==> src/rtl/bsg_manycore_endpoint_out_credit_pkg.sv <==
// Shared sizing helpers for the manycore outgoing-request credit gate.
// Packet layout: op, byte mask, address, data, source and destination coordinates.
package bsg_manycore_endpoint_out_credit_pkg;

    localparam int unsigned OP_WIDTH   = 2;
    localparam int unsigned MASK_WIDTH = 4;

    // Width of a manycore request packet for the given field widths.
    function automatic int unsigned bsg_manycore_packet_width(
        input int unsigned addr_width,
        input int unsigned data_width,
        input int unsigned x_cord_width,
        input int unsigned y_cord_width
    );
        return OP_WIDTH + MASK_WIDTH + addr_width + data_width
             + 2 * (x_cord_width + y_cord_width);
    endfunction

    // Bits needed to hold a count from 0 to max_val inclusive.
    function automatic int unsigned bsg_width(input int unsigned max_val);
        return $clog2(max_val + 1);
    endfunction

endpackage

==> src/rtl/bsg_manycore_endpoint_out_credit_two_fifo.sv <==
// Two-entry FIFO with valid/ready input and valid/yumi output.
// ready_o comes only from the registered occupancy count.
module bsg_two_fifo #(
    parameter int unsigned width_p = 8
) (
    input  logic               clk_i,
    input  logic               reset_i,
    input  logic [width_p-1:0] data_i,
    input  logic               v_i,
    output logic               ready_o,
    output logic [width_p-1:0] data_o,
    output logic               v_o,
    input  logic               yumi_i
);

    logic [width_p-1:0] r_mem [2];
    logic               r_rd_ptr;
    logic               r_wr_ptr;
    logic [1:0]         r_count;
    logic               w_enq;
    logic               w_deq;

    assign ready_o = (r_count != 2'd2);
    assign v_o     = (r_count != 2'd0);
    assign data_o  = r_mem[r_rd_ptr];
    assign w_enq   = v_i & ready_o;
    assign w_deq   = yumi_i & v_o;

    always_ff @(posedge clk_i or posedge reset_i) begin
        if (reset_i) begin
            r_rd_ptr <= 1'b0;
            r_wr_ptr <= 1'b0;
            r_count  <= 2'd0;
        end else begin
            if (w_enq) begin
                r_wr_ptr <= ~r_wr_ptr;
            end
            if (w_deq) begin
                r_rd_ptr <= ~r_rd_ptr;
            end
            case ({w_enq, w_deq})
                2'b10:   r_count <= r_count + 2'd1;
                2'b01:   r_count <= r_count - 2'd1;
                default: r_count <= r_count;
            endcase
        end
    end

    // Payload storage needs no reset; it is only read while v_o is high.
    always_ff @(posedge clk_i) begin
        if (w_enq) begin
            r_mem[r_wr_ptr] <= data_i;
        end
    end

endmodule

==> src/rtl/bsg_manycore_endpoint_out_credit.sv <==
// Outgoing-request credit gate: buffers client packets and releases them to the
// endpoint only while a credit for an outstanding remote request is available.
module bsg_manycore_endpoint_out_credit
    import bsg_manycore_endpoint_out_credit_pkg::*;
#(
    parameter int unsigned x_cord_width_p  = 4,
    parameter int unsigned y_cord_width_p  = 4,
    parameter int unsigned data_width_p    = 32,
    parameter int unsigned addr_width_p    = 32,
    parameter int unsigned credits_p       = 16,
    parameter int unsigned packet_width_lp =
        bsg_manycore_packet_width(addr_width_p, data_width_p, x_cord_width_p, y_cord_width_p),
    parameter int unsigned credit_width_lp = bsg_width(credits_p)
) (
    input  logic                       clk_i,
    input  logic                       reset_i,
    input  logic [packet_width_lp-1:0] packet_i,
    input  logic                       v_i,
    output logic                       ready_o,
    output logic [packet_width_lp-1:0] out_packet_o,
    output logic                       out_v_o,
    input  logic                       out_ready_i,
    input  logic                       credit_v_i,
    output logic [credit_width_lp-1:0] credits_o,
    output logic                       idle_o,
    output logic                       error_o
);

    localparam logic [credit_width_lp-1:0] CREDITS_MAX = credit_width_lp'(credits_p);
    localparam logic [credit_width_lp-1:0] CREDIT_ONE  = credit_width_lp'(1);

    logic [credit_width_lp-1:0] r_credits;
    logic [credit_width_lp-1:0] w_credits_n;
    logic                       r_error;
    logic                       w_error_n;
    logic                       w_buf_v;
    logic                       w_send;
    logic                       w_ret;
    logic                       w_at_max;

    bsg_two_fifo #(
        .width_p (packet_width_lp)
    ) u_fifo (
        .clk_i   (clk_i),
        .reset_i (reset_i),
        .data_i  (packet_i),
        .v_i     (v_i),
        .ready_o (ready_o),
        .data_o  (out_packet_o),
        .v_o     (w_buf_v),
        .yumi_i  (w_send)
    );

    assign out_v_o  = w_buf_v & (r_credits != '0);
    assign w_send   = out_v_o & out_ready_i;
    assign w_ret    = credit_v_i;
    assign w_at_max = (r_credits == CREDITS_MAX);

    // A return with the counter already full saturates and raises the sticky error.
    always_comb begin
        w_credits_n = r_credits;
        w_error_n   = r_error;
        case ({w_send, w_ret})
            2'b10: w_credits_n = r_credits - CREDIT_ONE;
            2'b01: begin
                if (w_at_max) begin
                    w_error_n = 1'b1;
                end else begin
                    w_credits_n = r_credits + CREDIT_ONE;
                end
            end
            default: w_credits_n = r_credits;
        endcase
    end

    always_ff @(posedge clk_i or posedge reset_i) begin
        if (reset_i) begin
            r_credits <= CREDITS_MAX;
            r_error   <= 1'b0;
        end else begin
            r_credits <= w_credits_n;
            r_error   <= w_error_n;
        end
    end

    assign credits_o = r_credits;
    assign idle_o    = ~w_buf_v & w_at_max;
    assign error_o   = r_error;

endmodule

==> config.mk <==
export PLATFORM = sky130hd
export DESIGN_NAME = bsg_manycore_endpoint_out_credit
export DESIGN_NICKNAME = d
export VERILOG_FILES = /design/src/rtl/bsg_manycore_endpoint_out_credit_pkg.sv /design/src/rtl/bsg_manycore_endpoint_out_credit_two_fifo.sv /design/src/rtl/bsg_manycore_endpoint_out_credit.sv
export SDC_FILE = /design/constraint.sdc
export NUM_CORES = 1
export LEC_CHECK = 0
export BUFFER_PORTS_ARGS = -buffer_cell sky130_fd_sc_hd__clkbuf_2
export CAP_MARGIN = 30
export CORE_UTILIZATION = 35
export CTS_BUF_LIST = sky130_fd_sc_hd__clkbuf_2
export CTS_CLUSTER_DIAMETER = 50
export CTS_CLUSTER_SIZE = 8
export DETAILED_ROUTE_END_ITERATION = 16
export SYNTH_ARGS = -nofsm -noshare
export SYNTH_HDL_FRONTEND = slang
export SYNTH_SLANG_ARGS = --single-unit
==> constraint.sdc <==
create_clock -name clk_i -period 7.7 [get_ports clk_i]
set_input_delay 0 -clock clk_i [delete_from_list [all_inputs] [get_ports clk_i]]
set_output_delay 0 -clock clk_i [all_outputs]
set_load 0.005 [all_outputs]
==> results of run 1 <==
## per-stage QoR
stage                     std cells  utilization
after floorplan                 337            -
after global placement          774       0.4281
after detailed placement        774       0.4281
## logic make-up after synthesis
| group | synth area share |
|---|---|
| buffers and inverters | 0.01019 |
| multiplexers | 0.1452 |
| AO/OA/AOI/OAI | 0.01765 |
| AND/OR/NAND/NOR | 0.01893 |
| flip-flops | 0.7877 |
| adder cells (fa/ha/maj) | 0.01019 |
| XOR/XNOR | 0.01019 |
==> results.sh, run 1 <==
export IMPL_gp_congestion=0.7709
export IMPL_pin_count=186
export IMPL_syn_nets=433
export IMPL_stop_error="[ERROR RSZ-0060] Max buffer count reached."
export IMPL_placementRows=50
export IMPL_synth_edf_count=172
export IMPL_lastStage="clock tree synthesis (4_1_cts)"
export IMPL_synthCells=337
export IMPL_yosysMostFrequentCell="edfxtp_1"
export IMPL_async_reset_ff_frac=0.05495
export IMPL_synth_area_leader_cell="edfxtp_1"
export IMPL_hold_buffers=162
export IMPL_port_buffers=185
export IMPL_status="aborted with a tool error"
export IMPL_initial_core_util=0.3628
export IMPL_cts_path_max_buffers=2
export IMPL_die_h_microns=142.2
export IMPL_synth_top_area_share=0.7511
export IMPL_placed_cell_area_sq_um=8115
export IMPL_cts_sinks=182
export IMPL_postCtsSetupBuffers=0
export IMPL_ys_top_cells_by_count="172 x edfxtp_1, 86 x mux2_2, 10 x buf_2"
export IMPL_htreeDepth=4
export IMPL_yosysSeqAreaShare=0.7877
export IMPL_cts_root_buf="clkbuf_2"
export IMPL_die_x_microns=142.2
export IMPL_yosysWarningCount=0
export IMPL_syn_area_sq_um=6877
export IMPL_synth_distinct_cells=35
export IMPL_synthTopCellsByArea="edfxtp_1 75%, mux2_2 14%, dfrtp_1 3.3%"
export IMPL_cts_resized=0
export IMPL_hpwl_microns=8644
export IMPL_ys_seq_elements=182
export IMPL_pre_cts_ws_ps=5151
export IMPL_numCtsBuffers=17
export IMPL_avgSynthCellArea_sq_um=20.41
export IMPL_synthFlopType="edfxtp_1"
==> inputs of run 2 (changes only) <==
--- a/config.mk
+++ b/config.mk
@@ -7,11 +7,9 @@
 export LEC_CHECK = 0
 export BUFFER_PORTS_ARGS = -buffer_cell sky130_fd_sc_hd__clkbuf_2
 export CAP_MARGIN = 30
-export CORE_UTILIZATION = 35
-export CTS_BUF_LIST = sky130_fd_sc_hd__clkbuf_2
-export CTS_CLUSTER_DIAMETER = 50
-export CTS_CLUSTER_SIZE = 8
+export CORE_UTILIZATION = 20
 export DETAILED_ROUTE_END_ITERATION = 16
+export PLACE_DENSITY_LB_ADDON = 0.15
 export SYNTH_ARGS = -nofsm -noshare
 export SYNTH_HDL_FRONTEND = slang
 export SYNTH_SLANG_ARGS = --single-unit
==> results.sh, run 2 <==
export IMPL_synthCells=337
export IMPL_tritoncts="done"
export IMPL_synth_area_leader_cell="edfxtp_1"
export IMPL_area_growth_pct=43.52
export IMPL_die_h_microns=187.4
export IMPL_die_x_microns=187.4
export IMPL_powerDensity_nw_per_um2=343.8
export IMPL_layout_commonest_cell="clkbuf_2"
export IMPL_cts_sinks=182
export IMPL_registers_top_by_ff_count="u_fifo.r_mem"
export IMPL_nNetsFinal=718
export IMPL_cts_clk_slew_worst_paths_ps=70
export IMPL_synthFlopType="edfxtp_1"
export IMPL_max_freq_ghz=0.3916
export IMPL_initial_core_util=0.2041
export IMPL_rsz0062_at_grt="false"
export IMPL_grt_usage=0.09073
export IMPL_postCtsSetupBuffers=0
export IMPL_synthTopCellsByArea="edfxtp_1 75%, mux2_2 14%, dfrtp_1 3.3%"
export IMPL_routed_wirelength_microns=15080
export IMPL_cts_root_buf="clkbuf_16"
export IMPL_period_share=0.3317
export IMPL_worstHoldPathType="in2reg"
export IMPL_dieArea_sq_um=35130
export IMPL_synth_top_area_share=0.7511
export IMPL_num_vias=4009
export IMPL_peakVddDrop_mv=0.1446
export IMPL_drtAntennaViolNets=0
export IMPL_yosysMostFrequentCell="edfxtp_1"
export IMPL_p_leak_nw=3.708
export IMPL_gp_congestion=0.7190
export IMPL_path_max_fanout=6
export IMPL_post_route_drc_count=0
export IMPL_setup_tns_final_ps=0
export IMPL_yosysWarningCount=0
export IMPL_cts_path_max_buffers=2
export IMPL_dr_pass1_iters=4
export IMPL_numCtsBuffers=17
export IMPL_largest_reg_flops=172
export IMPL_wl_per_cell_microns=13.92
export IMPL_fin_area_sq_um=9869
export IMPL_critPathKind="reg2reg"
export IMPL_crit_path_start="credits_o[0]"
export IMPL_grt_overflow=0
export IMPL_syn_nets=433
export IMPL_setup_viol=0
export IMPL_reg2reg_to="credits_o[4]"
export IMPL_grt_pass1_wl_microns=24020
export IMPL_cts_resized=0
export IMPL_hpwl_microns=9846
export IMPL_slew_headroom=0.4334
export IMPL_htreeDepth=4
export IMPL_ys_seq_elements=182
export IMPL_synth_distinct_cells=35
export IMPL_drv_cap=0
export IMPL_grt_max_degree=57
export IMPL_pin_count=186
export IMPL_ys_top_cells_by_count="172 x edfxtp_1, 86 x mux2_2, 10 x buf_2"
export IMPL_viasPerCell=3.702
export IMPL_crit_path_end="credits_o[4]"
export IMPL_nFillCells=3455
export IMPL_antenna_found_initial=0
export IMPL_finalMaxSlewViolations=0
export IMPL_grt_pass1_vias=4356
export IMPL_worstSkewPairLatency_ps=440
export IMPL_status="completed"
export IMPL_r2r_setup_slack_ps=5150
export IMPL_worstReg2RegStart="credits_o[0]"
export IMPL_finalClockSkew_ps=6.979
export IMPL_port_buffers=185
export IMPL_placementRows=67
export IMPL_cp_end_kind="flop"
export IMPL_avgSynthCellArea_sq_um=20.41
export IMPL_worstPathArrival_ps=2910
export IMPL_drtIter0Drc=164
export IMPL_cp_start_kind="flop"
export IMPL_yosysSeqAreaShare=0.7877
export IMPL_layout_min_cycle_time_ps=2554
export IMPL_antenna_cells=0
export IMPL_tightest_slew_ps=849.8
export IMPL_hold_buffers=89
export IMPL_drive_above_1_share=0.4961
export IMPL_async_reset_ff_frac=0.05495
export IMPL_placed_cell_area_sq_um=8351
export IMPL_syn_area_sq_um=6877
export IMPL_coreArea_sq_um=33700
export IMPL_r2r_cells=8
export IMPL_synth_edf_count=172
export IMPL_required_ps=8060
export IMPL_final_hold_viol_count=0
export IMPL_mostFrequentLayoutCells="185 x clkbuf_2, 172 x edfxtp_1, 89 x dlygate4sd3_1, 86 x mux2_2, 17 x clkbuf_16"
==> run 2: cell counts after synthesis <==
Identical to the previous run, type by type.
==> run 2: per-layer routing <==
layer	vias to the layer above	global-route usage	routed length [microns]	part of all wire
li1	1890	-	-	-
met1	1984	0.1022	6321	0.42
met2	120	0.1513	7592	0.50
met3	15	0.03415	881	0.058
met4	0	0.04315	282	0.019
met5	-	0	0	0
==> run 2: critical path, stage by stage, from the launching register on <==
cell and delay (ps):
dfrtp_1 480, nor4_4 450, a21o_4 200, nand2_1 130, ha_1 370, a21oi_1 170
and2_1 180, mux2i_1 80, a2111o_1 400
==> run 2: layout make-up <==
class | instances | area (sq um) | area share
flip-flops and latches | 182 | 5420 | 0.5492
repair buffers | 278 | 1847 | 0.1871
multi-input cells | 140 | 1403 | 0.1421
well taps | 448 | 560.5 | 0.05680
clock buffers | 18 | 429.2 | 0.04348
clock inverters | 14 | 198.9 | 0.02016
inverters | 3 | 11.26 | 0.001141
==> run 2: how the worst min path moves through the flow <==
stage / startpoint / end / slack, ps / cells past startpoint
floorplan: reset_i / credits_o[0] / -160 / 1
CTS: credit_v_i / error_o / 20 / 3
global route: credit_v_i / error_o / 60 / 3
detailed placement: reset_i / credits_o[2] / 10 / 2
finish: credit_v_i / error_o / 50 / 3
global placement: reset_i / credits_o[1] / 6 / 2
==> run 2: where the power goes <==
group | switching (mW) | internal, mW | total, mW
logic | 0.484 | 0.499 | 0.983
clock network | 0.378 | 0.548 | 0.926
registers | 0.124 | 1.36 | 1.49
total | 0.986 | 2.41 | 3.39
==> run 2: cell families after synthesis <==
| family | Yosys count | share of synthesized area |
|---|---|---|
| compound gates | 14 | 0.01765 |
| xor+xnor | 8 | 0.01019 |
| fa+ha+maj | 5 | 0.01019 |
| buf+inv | 15 | 0.01019 |
| flops | 182 | 0.7877 |
| mux | 89 | 0.1452 |
| simple gates | 24 | 0.01893 |
==> run 2: metrics by stage <==
step | total power [mW] | hold slack (ps) | worst slack [ps] | instances | util
6_report | 3.393 | 50.94 | 5146 | 1083 | 0.2929
5_1_grt | 3.609 | 63.81 | 4920 | 1083 | 0.2929
4_1_cts | 3.485 | 20.30 | 5012 | 1083 | 0.2929
3_5_place_dp | 2.496 | 12.12 | 5114 | 962 | 0.2478
3_3_place_gp | 2.483 | 6.065 | 5179 | 962 | 0.2478
2_1_floorplan | 2.073 | -160.5 | 2818 | 337 | -
No activity file was read; power rests on OpenSTA's default activity.
==> inputs of run 3 (changes only) <==
==> constraint.sdc (replaced) <==
create_clock -name clk_i -period 2.5 [get_ports clk_i]
set_input_delay 0 -clock clk_i [delete_from_list [all_inputs] [get_ports clk_i]]
set_output_delay 0 -clock clk_i [all_outputs]
set_load 0.005 [all_outputs]
==> results.sh, run 3 (synthesized netlist as in run 2, its figures left out) <==
export IMPL_status="completed"
export IMPL_gp_congestion=0.7718
export IMPL_grt_pass1_vias=4458
export IMPL_mostFrequentLayoutCells="185 x clkbuf_2, 172 x edfxtp_1, 89 x dlygate4sd3_1, 86 x mux2_2, 17 x clkbuf_16"
export IMPL_peakVddDrop_mv=0.7863
export IMPL_cts_clk_slew_worst_paths_ps=70
export IMPL_post_route_drc_count=0
export IMPL_required_ps=2860
export IMPL_drtIter0Drc=121
export IMPL_rsz0062_at_grt="false"
export IMPL_finalMaxSlewViolations=0
export IMPL_holdPathEnd="error_o"
export IMPL_numCtsBuffers=17
export IMPL_powerDensity_nw_per_um2=1037
export IMPL_layout_min_cycle_time_ps=2377
export IMPL_registers_top_by_ff_count="u_fifo.r_mem"
export IMPL_area_growth_pct=43.25
export IMPL_die_x_microns=187.4
export IMPL_finalClockSkew_ps=9.669
export IMPL_viasPerCell=3.724
export IMPL_coreArea_sq_um=33700
export IMPL_setup_ws_ps=123.4
export IMPL_reg2reg_to="credits_o[4]"
export IMPL_postCtsSetupBuffers=0
export IMPL_period_share=0.9507
export IMPL_dr_pass1_iters=4
export IMPL_die_h_microns=187.4
export IMPL_port_buffers=185
export IMPL_num_vias=4044
export IMPL_antenna_found_initial=1
export IMPL_drive_above_1_share=0.4992
export IMPL_cp_start_kind="flop"
export IMPL_tritoncts="done"
export IMPL_utilization=0.2923
export IMPL_worstSkewPairLatency_ps=440
export IMPL_placementRows=67
export IMPL_whs_ps=59.59
export IMPL_worstReg2RegStart="credits_o[2]"
export IMPL_tightest_slew_ps=532.1
export IMPL_worstHoldPathType="in2reg"
export IMPL_layout_commonest_cell="clkbuf_2"
export IMPL_largest_reg_flops=172
export IMPL_hold_path_depth=3
export IMPL_max_freq_ghz=0.4208
export IMPL_routed_wirelength_microns=15290
export IMPL_setup_tns_final_ps=0
export IMPL_cts_sinks=182
export IMPL_initial_core_util=0.2041
export IMPL_multi_input_area_sq_um=1405
export IMPL_wl_per_cell_microns=14.08
export IMPL_nNetsFinal=721
export IMPL_cp_end_kind="flop"
export IMPL_worstPathArrival_ps=2740
export IMPL_dieArea_sq_um=35130
export IMPL_htreeDepth=4
export IMPL_r2r_cells=8
export IMPL_grt_overflow=0
export IMPL_pre_cts_ws_ps=106.1
export IMPL_setup_viol=0
export IMPL_critPathKind="reg2reg"
export IMPL_cts_root_buf="clkbuf_16"
export IMPL_slew_headroom=0.6453
export IMPL_cts_path_max_buffers=2
export IMPL_p_leak_nw=3.687
export IMPL_grt_usage=0.09146
export IMPL_hpwl_microns=9572
export IMPL_nFillCells=3445
export IMPL_grt_pass1_wl_microns=24220
export IMPL_r2r_setup_slack_ps=120
export IMPL_pin_count=186
export IMPL_drtAntennaViolNets=0
export IMPL_final_hold_viol_count=0
export IMPL_grt_max_degree=87
export IMPL_path_max_fanout=5
export IMPL_register_area_sq_um=5421
export IMPL_drv_cap=0
export IMPL_hold_start="credit_v_i"
## run 3: cell types whose count changed in the layout (fill, tap and decap cells not counted), sizes merged
| cell | before | now |
|---|---|---|
| bufinv | 4 | 0 |
| buf | 4 | 7 |
| clkinv | 5 | 7 |
| clkinvlp | 1 | 2 |
| diode | 0 | 1 |
## run 3: power breakdown
group / switching [mW] / leakage [nW] / internal (mW) / total, mW
logic: 1.69 / 1.72 / 1.64 / 3.33
registers: 0.230 / 1.71 / 4.19 / 4.42
clock network: 1.18 / 0.256 / 1.28 / 2.46
## run 3: repair_timing
action,4_1_cts,5_1_grt
endpoints found under the setup margin,0,1
gates resized for setup,0,2
hold buffers,89,0
endpoints found under the hold margin,185,0
## run 3: area by class of cell
| class | instances | area share |
|---|---|---|
| Antenna cell | 1 | 0.0002540 |
| Tap cell | 448 | 0.05690 |
| Multi-Input combinational cell | 140 | 0.1426 |
| Inverter | 3 | 0.001143 |
| Clock inverter | 13 | 0.01029 |
| Clock buffer | 18 | 0.04357 |
| Sequential cell | 182 | 0.5504 |
| Timing Repair Buffer | 281 | 0.1948 |
## run 3: routing by layer
metal | GRT usage | share of wire | vias to the layer above
met5 | 0 | 0 | -
met4 | 0.03940 | 0.018 | 0
met3 | 0.03696 | 0.063 | 15
met2 | 0.1570 | 0.51 | 112
met1 | 0.09925 | 0.41 | 2019
li1 | - | - | 1898
## run 3: worst max path at each step
stage                         endpoint               from  cells after the start  slack [ps]
floorplan           u_fifo.r_mem[0][0]  u_fifo.r_count[0]                      4          10
global placement          credits_o[4]       credits_o[0]                      8         190
detailed placement        credits_o[4]       credits_o[2]                      8         110
CTS                       credits_o[4]       credits_o[2]                      8          80
global route              credits_o[4]       credits_o[1]                      8          10
finish                    credits_o[4]       credits_o[2]                      8         120
## run 3: worst max-delay path: stages, from the launching register on
cell and delay (ps):
dfrtp_2 460, nor4_4 290, a21o_4 190, nand2_1 140
ha_1 370, a21oi_1 170, and2_1 190, mux2i_1 90
a2111o_1 410
## run 3: stage by stage
stage               cells  cell area, sq um  total power, mW
global placement      965              8423            7.727
finish               1086              9851            10.21
detailed placement    965              8423            7.809
CTS                  1085              9844            10.48
floorplan             337              6885            6.339
global route         1086              9851            10.86
